[src/rtl/t05_ssdec_scan_ctrl.sv]
// Scan controller for a bank of seven-segment digits sharing one hex decoder.
// Double-buffers the displayed value so a new value appears only at a frame boundary.
module t05_ssdec_scan_ctrl #(
    parameter int NUM_DIGITS   = 4,
    parameter int DWELL_CYCLES = 1000,
    parameter int BLANK_CYCLES = 16
) (
    input  logic                    clk,
    input  logic                    nrst,
    input  logic                    en,
    input  logic                    load,
    input  logic [4*NUM_DIGITS-1:0] value_in,
    input  logic                    lz_blank,
    output logic [3:0]              dec_in,
    output logic                    dec_enable,
    output logic [NUM_DIGITS-1:0]   digit_sel,
    output logic                    frame_done,
    output logic                    pend_valid
);

    localparam int MAXC = (DWELL_CYCLES > BLANK_CYCLES) ? DWELL_CYCLES : BLANK_CYCLES;
    localparam int CW   = (MAXC > 1) ? $clog2(MAXC) : 1;
    localparam int IW   = $clog2(NUM_DIGITS);
    localparam int VW   = 4 * NUM_DIGITS;

    localparam logic [1:0] OFF   = 2'd0;
    localparam logic [1:0] BLANK = 2'd1;
    localparam logic [1:0] SHOW  = 2'd2;

    logic [1:0]            state, nstate;
    logic [IW-1:0]         idx, nidx;
    logic [CW-1:0]         cnt, ncnt;
    logic [VW-1:0]         active, nactive;
    logic [VW-1:0]         pending, npending;
    logic                  npv;
    logic                  frame_start;
    logic                  nfd;
    logic [NUM_DIGITS-1:0] hi_zero;
    logic [NUM_DIGITS-1:0] nsel;
    logic [3:0]            ndin;
    logic                  nden;

    always_comb begin
        nstate      = state;
        nidx        = idx;
        ncnt        = cnt;
        frame_start = 1'b0;
        nfd         = 1'b0;
        case (state)
            OFF: begin
                if (en) begin
                    nstate      = BLANK;
                    nidx        = '0;
                    ncnt        = '0;
                    frame_start = 1'b1;
                end
            end
            BLANK: begin
                if (cnt == CW'(BLANK_CYCLES - 1)) begin
                    nstate = SHOW;
                    ncnt   = '0;
                end else begin
                    ncnt = cnt + CW'(1);
                end
            end
            SHOW: begin
                if (cnt == CW'(DWELL_CYCLES - 1)) begin
                    nstate = BLANK;
                    ncnt   = '0;
                    if (idx == IW'(NUM_DIGITS - 1)) begin
                        nidx        = '0;
                        frame_start = 1'b1;
                        nfd         = 1'b1;
                    end else begin
                        nidx = idx + IW'(1);
                    end
                end else begin
                    ncnt = cnt + CW'(1);
                end
            end
            default: begin
                nstate = OFF;
                nidx   = '0;
                ncnt   = '0;
            end
        endcase
        if (!en) begin
            nstate      = OFF;
            nidx        = '0;
            ncnt        = '0;
            frame_start = 1'b0;
            nfd         = 1'b0;
        end
    end

    // A load coinciding with a frame start bypasses the pending buffer.
    always_comb begin
        npending = load ? value_in : pending;
        nactive  = frame_start ? npending : active;
        npv      = frame_start ? 1'b0 : (load | pend_valid);
    end

    // hi_zero[k]: nibbles k..NUM_DIGITS-1 of the next active value are all zero.
    always_comb begin
        hi_zero = '0;
        for (int unsigned k = 0; k < NUM_DIGITS; k++) begin
            hi_zero[k] = ((nactive >> (4 * k)) == '0);
        end
    end

    // Outputs are derived from the next state so the registers line up with it.
    always_comb begin
        nsel = '0;
        ndin = '0;
        nden = 1'b0;
        if (nstate == SHOW) begin
            nsel = NUM_DIGITS'(1) << nidx;
            ndin = nactive[4*nidx +: 4];
            nden = ~(lz_blank && (nidx != '0) && hi_zero[nidx]);
        end
    end

    always_ff @(posedge clk) begin
        if (!nrst) begin
            state      <= OFF;
            idx        <= '0;
            cnt        <= '0;
            active     <= '0;
            pending    <= '0;
            pend_valid <= 1'b0;
            dec_in     <= '0;
            dec_enable <= 1'b0;
            digit_sel  <= '0;
            frame_done <= 1'b0;
        end else begin
            state      <= nstate;
            idx        <= nidx;
            cnt        <= ncnt;
            active     <= nactive;
            pending    <= npending;
            pend_valid <= npv;
            dec_in     <= ndin;
            dec_enable <= nden;
            digit_sel  <= nsel;
            frame_done <= nfd;
        end
    end

endmodule
[config.mk]
export PLATFORM = sky130hd
export DESIGN_NAME = t05_ssdec_scan_ctrl
export DESIGN_NICKNAME = d
export VERILOG_FILES = /design/src/rtl/t05_ssdec_scan_ctrl.sv
export SDC_FILE = /design/constraint.sdc
export NUM_CORES = 1
export LEC_CHECK = 0
export BUFFER_PORTS_ARGS = -buffer_cell sky130_fd_sc_hd__buf_2
export CORE_AREA = 2 2 69 71
export CTS_CLUSTER_DIAMETER = 50
export CTS_CLUSTER_SIZE = 16
export DETAILED_ROUTE_END_ITERATION = 6
export DIE_AREA = 0 0 71 73
export GPL_TIMING_DRIVEN = 1
export HOLD_SLACK_MARGIN = 0.03
export PLACE_DENSITY = 0.81
export SETUP_SLACK_MARGIN = 0.2
export SKIP_LAST_GASP = 1
export SLEW_MARGIN = 10
export SYNTH_ARGS = -nofsm -noshare
export SYNTH_HDL_FRONTEND = slang
export SYNTH_SLANG_ARGS = --single-unit
[constraint.sdc]
create_clock -name clk -period 3.9 [get_ports clk]
set_input_delay 0.585 -clock clk [delete_from_list [all_inputs] [get_ports clk]]
set_output_delay 0.585 -clock clk [all_outputs]
set_load 0.005 [all_outputs]
==> results of run 1 <==
flip-flops by register name (all words and copies together) (netlist names):
name / count
active: 16
pending: 16
cnt: 10
dec_in: 4
digit_sel: 4
idx: 2
state: 2
dec_enable: 1
frame_done: 1
pend_valid: 1
how the worst min path moves through the flow:
stage	endpoint	slack (ns)	cells past startpoint
after floorplan	cnt[0]	0.42	1
after global placement	cnt[0]	0.43	1
after detailed placement	cnt[0]	0.44	1
after CTS	cnt[0]	0.45	1
after global routing	cnt[0]	0.46	1
final	cnt[0]	0.45	1
cells by family after synthesis:
group | synth area share, %
xor gates and xnor gates | 2.33
AOI/OAI and AO/OA | 11.1
and+or+nand+nor | 22.7
muxes | 14.0
DFF | 43.3
buffers and inverters | 3.61
adders and majority gates | 2.85
stage by stage:
step | util [%] | setup WS [ns] | hold WS (ns) | instance area, um^2 | power [W]
after floorplan | - | 1.68 | 0.418 | 2630 | 0.000703
after global placement | 61.7 | 1.43 | 0.429 | 2800 | 0.000728
after detailed placement | 61.7 | 1.36 | 0.441 | 2800 | 0.000732
after CTS | 65.8 | 1.35 | 0.448 | 2990 | 0.00126
after global routing | 65.8 | 1.22 | 0.461 | 2990 | 0.00130
final | 65.8 | 1.33 | 0.447 | 2990 | 0.00126
power by group through the flow:
stage | clock network [W] | registers (W) | logic [W]
floorplan | 0 | 0.000622 | 0.0000812
global placement | 0 | 0.000623 | 0.000105
detailed placement | 0 | 0.000623 | 0.000108
CTS | 0.000543 | 0.000611 | 0.000109
global route | 0.000569 | 0.000612 | 0.000121
finish | 0.000537 | 0.000611 | 0.000109
critical path: stages (launching register included):
cell      delay [ns]
dfxtp_1         0.35
ha_1            0.26
nand4b_4        0.21
o41a_1          0.52
nor2_4          0.43
mux2i_1         0.34
mux2i_1         0.11
a22o_1          0.25
cells in the final DEF, fill, tap and decap left out, types with 2 or more instances in the layout:
cell type and instances:
dfxtp_1 57, nor2_1 40, buf_2 31, mux2i_1 20
and2_1 15, mux2_2 14, nand2_1 11, inv_1 10
nand3_1 10, nor3_1 10, clkbuf_8 10, o21ai_0 8
ha_1 6, xnor2_1 4, a21oi_1 4, and4_1 3
a31oi_1 3, xor2_1 3, nor4_1 3, a22o_1 3
clkbuf_1 3, o31ai_1 2, and3_1 2, nand2_2 2
a41oi_1 2, o311a_1 2, or3_1 2, or4_1 2
clkinv_2 2
layout make-up:
cell class | count | area (um^2) | area share [%]
multi-input cells | 190 | 1400 | 46.8
flip-flops and latches | 57 | 1140 | 38.2
repair buffers | 31 | 155 | 5.19
clock buffers | 13 | 149 | 4.99
well taps | 54 | 67.6 | 2.26
clock inverters | 3 | 40.0 | 1.34
inverters | 10 | 37.5 | 1.26
routing by layer:
layer | GRT usage [%] | up-vias | share of wire [%]
met4 | 8.81 | 0 | 1.8
met2 | 39.0 | 57 | 49
met1 | 25.9 | 963 | 44
met5 | 0 | - | 0
met3 | 7.04 | 13 | 4.5
li1 | - | 1017 | -
==> flow_summary_export.csv, run 1 <==
group,metric,value,unit
outcome,status,"complete, no violations",
job,cap_violations,0,
synthesis,synthesis.instances,269,
sta,finalSetupTns,0,ns
drt,vias_per_cell,5.73,
sta,fin_crit_sh,65.8,%
power_and_ir_drop,power.share.clock,42.7,%
drt,ant_nets,0,
drt,firstDrtPassIters,4,
synthesis,synth.most_common_cell,"dfxtp_1",
critical_path,r2r_end,"dec_in[2]",
finish,fillers,380,
synthesis,ys_types,49,
power_and_ir_drop,power_leakage,1.34,nW
critical_path,reg2reg_slack,1.33,ns
critical_path,rr_worst_depth,7,
sta,rsz0062_at_grt,"false",
synthesis,yosys-top-cells-area,"dfxtp_1, mux2i_1, mux2_2, nor2_1, and2_1",
floorplanning,core,4540,um^2
power_and_ir_drop,pwr-share-comb,8.6,%
critical_path,required,4.14,ns
clocking,clk_pin_slew,0.07,ns
global_routing,grt_pass1_vias,1985,
place,dp.cells,342,
clocking,cts_buffers,9,
floorplanning,die_w,71,um
synthesis,syn_avg_cell_area,9.79,um^2
drt,drt_iter0_drc,168,
floorplanning,row_count,25,
power_and_ir_drop,internal_power,0.000963,W
finish,final_nets,326,
finish,syn2layout_area_growth,13.5,%
min_path,hold_path_class,"reg -> reg",
global_routing,grt_antenna_before_repair,0,
place,port_buffers,31,
sta,min_period,2.57,ns
power_and_ir_drop,switching_share,23.3,%
synthesis,yosysTopAreaCell,"dfxtp_1",
finish,drive_gt1_share,23.0,%
global_routing,overflow,0,
critical_path,r2r-start,"cnt[0]",
floorplanning,die_h,73,um
finish,final_cells,358,
clocking,insertion_delay,0.34,ns
sta,slew_headroom,53.9,%
sta,hold_violations,0,
sta,fmax,0.390,GHz
sta,maxSlewViolCount,0,
sta,worst-slew-pin-transition,0.691,ns
global_routing,grt_pass1_wl,8960,um
clocking,htreeDepth,3,
critical_path,cp-start-kind,"register",
critical_path,critPathKind,"reg -> reg",
place,dpl.hpwl,3750,um
synthesis,synth.cell_area,2630,um^2
floorplanning,top_level_ports,32,
floorplanning,dieArea,5180,um^2
power_and_ir_drop,p_seq_share,48.6,%
finish,diodes,0,
synthesis,synth_commonest_cells,"dfxtp_1, nor2_1, mux2i_1, and2_1, mux2_2",
global_routing,grt_max_degree,22,
power_and_ir_drop,worst_ir_drop_vdd,0.000321,V
synthesis,synth_edf_count,0,
min_path,hold_start,"cnt[0]",
clocking,cts_resized,0,
drt,routedWlPerCell,15.1,um
sta,report.final.setup_viol,0,
clocking,cts_root_buffer,"clkbuf_8",
clocking,postCtsSetupRepairBufs,0,
critical_path,arrival,2.80,ns
global_routing,grtUsageTotal,22.5,%
clocking,cts_tree,"done",
power_and_ir_drop,switchingPower,0.000293,W
clocking,numClockSinks,57,
critical_path,cp_max_fo,14,
place,place_congestion,0.865,
synthesis,ys_ff_latch,57,
synthesis,seq_area_frac_synth,43.3,%
synthesis,synth_flop_cell,"dfxtp_1",
sta,finClkSkew,0.00897,ns
synthesis,async_reset_ff_share,0,%
critical_path,startpoint,"cnt[0]",
drt,vias,2050,
clocking,cts_hold_buf,0,
critical_path,end_kind,"register",
synthesis,synth_warnings,0,
synthesis,synth.net_count,296,
floorplanning,start_util,58.0,%
critical_path,setup.worst_path.end,"dec_in[2]",
drt,drc,0,
power_and_ir_drop,power_density,421,nW/um^2
drt,routed_wl,5390,um
synthesis,synth_top_area_share,43.3,%
clocking,cts_buffer_depth,2,
Note: power is estimated with default switching activity, not from simulation.
==> inputs of run 2 (changes only) <==
Settings changed: CORE_AREA 2 2 69 71 to 2 2 71 73, DIE_AREA 0 0 71 73 to 0 0 73 75, PLACE_DENSITY 0.81 to 0.77.
Clock period 3.9 ns to 2.6 ns, I/O delays scaled along.
==> flow_summary_export.csv, run 2 (synthesized netlist as in run 1, its figures left out) <==
group,metric,value,unit
power_and_ir_drop,internal_power,0.00145,W
power_and_ir_drop,switching_share,24.8,%
finish,largest_registers,"active (16), pending (16), cnt (10)",
power_and_ir_drop,power_leakage,1.41,nW
clocking,htreeDepth,3,
global_routing,overflow,0,
floorplanning,core,4660,um^2
place,place_congestion,0.827,
power_and_ir_drop,power_density,594,nW/um^2
critical_path,arrival,2.60,ns
sta,report.final.setup_viol,0,
power_and_ir_drop,worst_ir_drop_vdd,0.000309,V
sta,rsz0062_at_grt,"true",
floorplanning,start_util,56.5,%
critical_path,end_kind,"register",
clocking,cts_root_buffer,"clkbuf_8",
drt,vias,2119,
clocking,cts_buffer_depth,2,
critical_path,cp_max_fo,7,
sta,maxSlewViolCount,0,
global_routing,grt_pass1_vias,1973,
place,port_buffers,31,
min_path,hold_path_class,"in -> reg",
critical_path,cp-start-kind,"register",
finish,drive_gt1_share,31.9,%
power_and_ir_drop,pwr-share-comb,10.9,%
power_and_ir_drop,total_power,0.00193,W
critical_path,required,2.83,ns
floorplanning,row_count,25,
floorplanning,die_h,75,um
drt,ant_nets,0,
drt,routedWlPerCell,16.1,um
power_and_ir_drop,p_seq_share,47.7,%
floorplanning,dieArea,5480,um^2
drt,drc,0,
clocking,insertion_delay,0.34,ns
job,cap_violations,0,
sta,hold_violations,0,
sta,slew_headroom,59.0,%
sta,timing.hold.ws,0.330,ns
drt,drt_iter0_drc,155,
clocking,cts_hold_buf,0,
finish,final_nets,339,
global_routing,grtUsageTotal,22.1,%
global_routing,grt_pass1_wl,9030,um
global_routing,grt_antenna_before_repair,0,
finish,layout_commonest_cell,"dfxtp_1",
drt,routed_wl,5990,um
clocking,numClockSinks,57,
power_and_ir_drop,power.share.clock,41.3,%
critical_path,critPathKind,"reg -> reg",
clocking,cts_tree,"done",
drt,vias_per_cell,5.71,
floorplanning,top_level_ports,32,
sta,min_period,2.37,ns
drt,firstDrtPassIters,4,
floorplanning,die_w,73,um
sta,fin_crit_sh,91.1,%
finish,final_cell_mix,"dfxtp_1, nor2_1, buf_2, and2_1, mux2_2",
global_routing,grt_max_degree,21,
place,dpl.hpwl,3830,um
clocking,clk_pin_slew,0.06,ns
sta,fmax,0.422,GHz
clocking,cts_buffers,9,
sta,finalSetupTns,0,ns
outcome,status,"complete, no violations",
sta,worst-slew-pin-transition,0.609,ns
sta,finClkSkew,0.00859,ns
power_and_ir_drop,switchingPower,0.000477,W
finish,diodes,0,
finish,syn2layout_area_growth,23.3,%
[run 2: repair_timing]
action / CTS / global route
cloned: 0 / 1
endpoints found under the setup margin: 1 / 5
setup buffers: 1 / 8
gates resized for setup: 1 / 27
pin swaps: 1 / 8
[run 2: final timing paths]
kind | from | slack, ns | depth (start not counted) | end
max | state[0] | 0.23 | 10 | dec_in[1]
min | value_in[5] | 0.33 | 3 | pending[5]
max reg2reg | state[0] | 0.23 | 10 | dec_in[1]
min reg2reg | cnt[0] | 0.46 | 1 | cnt[0]
[run 2: routing by layer]
metal | vias to the layer above | share of wire [%] | GRT usage, %
li1 | 1043 | - | -
met3 | 10 | 5.3 | 5.89
met4 | 0 | 1.8 | 14.2
met2 | 66 | 51 | 35.7
met1 | 1000 | 42 | 26.1
met5 | - | 0 | 0
[run 2: final cells by class]
type | instances | area (um^2)
repair buffers | 44 | 283
flip-flops and latches | 57 | 1150
well taps | 54 | 67.6
clock buffers | 11 | 131
multi-input cells | 190 | 1520
fillers | 363 | 1410
clock inverters | 5 | 56.3
inverters | 10 | 40.0
[run 2: critical path: stages, from the launching register on]
cell and delay, ns:
dfxtp_4 0.36, inv_4 0.07, ha_4 0.16, buf_4 0.13, nand2_2 0.07, o41a_1 0.47, nor2_4 0.20, buf_12 0.18
mux2i_4 0.25, mux2i_1 0.12, a22o_1 0.24
[run 2: power groups by stage]
| stage | Sequential, W | Combinational [W] | Clock (W) |
|---|---|---|---|
| final | 0.000920 | 0.000211 | 0.000797 |
| after floorplan | 0.000932 | 0.000122 | 0 |
| after detailed placement | 0.000935 | 0.000168 | 0 |
| after CTS | 0.000916 | 0.000170 | 0.000807 |
| after global routing | 0.000922 | 0.000230 | 0.000848 |
| after global placement | 0.000934 | 0.000164 | 0 |
[run 2: through the flow]
step / instances / utilization (%) / cell area [um^2] / setup slack (ns)
floorplan: 269 / - / 2630 / 0.381
global placement: 345 / 60.8 / 2830 / 0.197
detailed placement: 345 / 60.8 / 2830 / 0.168
CTS: 362 / 65.0 / 3030 / 0.218
global route: 371 / 69.7 / 3250 / 0.121
finish: 371 / 69.7 / 3250 / 0.232
==> inputs of run 3 (changes only) <==
Settings changed: CELL_PAD_IN_SITES_DETAIL_PLACEMENT set to 0, CELL_PAD_IN_SITES_GLOBAL_PLACEMENT set to 1, CORE_AREA 2 2 71 73 to 2 2 81 83, DIE_AREA 0 0 73 75 to 0 0 83 85, PLACE_DENSITY 0.77 to not set, PLACE_DENSITY_LB_ADDON set to 0.1.
==> flow_summary_export.csv, run 3 (synthesized netlist as in run 1, its figures left out) <==
group,metric,value,unit
outcome,status,"complete, no violations",
finish,drive_gt1_share,29.1,%
sta,hold_violations,0,
global_routing,grt_pass1_wl,9610,um
sta,fmax,0.433,GHz
clocking,cts_hold_buf,0,
critical_path,arrival,2.58,ns
finish,syn2layout_area_growth,23.0,%
sta,rsz0062_at_grt,"false",
drt,drc,0,
sta,fin_crit_sh,88.8,%
global_routing,grt_max_degree,21,
clocking,cts_buffers,9,
finish,layout_commonest_cell,"dfxtp_1",
floorplanning,start_util,42.4,%
finish,final_nets,338,
floorplanning,core,6200,um^2
finish,finish.instance_area,3240,um^2
power_and_ir_drop,worst_ir_drop_vdd,0.000335,V
clocking,insertion_delay,0.34,ns
finish,largest_registers,"active (16), pending (16), cnt (10)",
power_and_ir_drop,power_density,671,nW/um^2
drt,routedWlPerCell,14.8,um
critical_path,crit_buf_inv,1,
clocking,clk_pin_slew,0.07,ns
floorplanning,top_level_ports,32,
critical_path,cp_cell_sequence,"ha_1 -> or3b_2 -> nor4_4 -> o311ai_4 -> buf_4 -> nor3_1 -> o21ai_1 -> nand3_1",
floorplanning,die_w,83,um
sta,min_period,2.31,ns
critical_path,critPathKind,"reg -> reg",
sta,finClkSkew,0.00802,ns
power_and_ir_drop,power_leakage,1.44,nW
sta,maxSlewViolCount,0,
floorplanning,row_count,29,
clocking,cts_buffer_depth,2,
critical_path,cp-start-kind,"register",
drt,routed_wl,5810,um
floorplanning,die_h,85,um
critical_path,critPathTopFamily,"simple AND/OR/NAND/NOR gates",
drt,drt_iter0_drc,79,
place,pre_cts_slack,0.102,ns
critical_path,reg2reg_slack,0.29,ns
min_path,hold_start,"value_in[4]",
floorplanning,dieArea,7060,um^2
global_routing,grt_pass1_vias,1959,
drt,vias_per_cell,5.17,
drt,ant_nets,0,
job,cap_violations,0,
global_routing,overflow,0,
clocking,cts_root_buffer,"clkbuf_8",
finish,final_cell_mix,"dfxtp_1, nor2_1, buf_2, mux2i_1, and2_1",
critical_path,r2r_end,"dec_in[3]",
critical_path,cp_max_fo,4,
critical_path,end_kind,"register",
place,port_buffers,31,
clocking,htreeDepth,3,
clocking,cts_tree,"done",
critical_path,max_stage_delay,0.50,ns
critical_path,required,2.87,ns
global_routing,grt_antenna_before_repair,0,
place,place_congestion,0.816,
min_path,hold_end,"pending[4]",
finish,post-route-util,52.2,%
finish,seqCellArea,1140,um^2
sta,finalSetupTns,0,ns
clocking,numClockSinks,57,
sta,worst-slew-pin-transition,0.562,ns
critical_path,critPathSlowestCell,"or3b_2",
place,dpl.hpwl,4160,um
drt,firstDrtPassIters,4,
min_path,hold_path_class,"in -> reg",
finish,diodes,0,
sta,finalWorstSetupSlack,0.292,ns
sta,timing.hold.ws,0.325,ns
sta,slew_headroom,62.2,%
critical_path,rr_worst_depth,8,
min_path,hold_depth,3,
finish,fillers,600,
drt,vias,2031,
place,placed_area,2880,um^2
critical_path,r2r-start,"idx[0]",
sta,report.final.setup_viol,0,
finish,multiInputGateArea,1450,um^2
global_routing,grtUsageTotal,17.6,%
==> run 3: changes by cell type in the layout (fill, tap and decap cells not counted), moves of 2 or more <==
| cell | before | now |
|---|---|---|
| bufinv_16 | 1 | 4 |
| mux2i_2 | 2 | 0 |
| mux2i_1 | 11 | 19 |
| mux2i_4 | 7 | 1 |
| o21ai_0 | 8 | 6 |
==> run 3: routing by layer <==
metal	track usage, %	vias up	wire length (um)	part of all wire [%]
li1	-	1034	-	-
met1	20.5	954	2640	45
met5	0	-	0	0
met2	30.0	35	2900	50
met3	6.23	8	183	3.1
met4	6.26	0	89	1.5
==> run 3: layout make-up <==
type                    instances  area share, %
clock buffers                  10           3.94
well taps                      77           2.98
flip-flops and latches         57           35.3
repair buffers                 43           7.88
multi-input cells             190           44.7
clock inverters                 6           4.02
inverters                      10           1.16
==> run 3: worst max path at each step <==
stage / slack, ns / from / cells after the start / end
finish: 0.29 / idx[0] / 8 / dec_in[3]
global route: 0.18 / cnt[6] / 7 / dec_in[1]
CTS: 0.22 / state[0] / 8 / dec_in[3]
detailed placement: 0.10 / state[0] / 8 / dec_in[3]
global placement: 0.13 / state[1] / 7 / dec_in[3]
floorplan: 0.38 / cnt[0] / 8 / dec_in[2]
==> run 3: power breakdown <==
part           switching, W  total, W  leakage (nW)  internal [W]
Combinational     0.0000924  0.000176         0.842     0.0000836
Sequential        0.0000110  0.000916         0.466      0.000905
Clock              0.000348   0.00108         0.130      0.000730
Total              0.000452   0.00217          1.44       0.00172
==> run 3: worst min-delay path: stages <==
cell,delay [ns]
buf_2,0.07
mux2i_1,0.08
nor2_1,0.08
==> run 3: per-stage QoR <==
stage	cells	total power, W
after CTS	387	0.00220
after global placement	370	0.00111
after detailed placement	370	0.00111
final	393	0.00217
after floorplan	269	0.00105
after global routing	393	0.00226
==> run 3: repair_timing <==
| action | in CTS | in global routing |
|---|---|---|
| setup buffers | 1 | 6 |
| pin swaps | 2 | 4 |
| endpoints found under the setup margin | 3 | 5 |
| resized for setup | 4 | 10 |
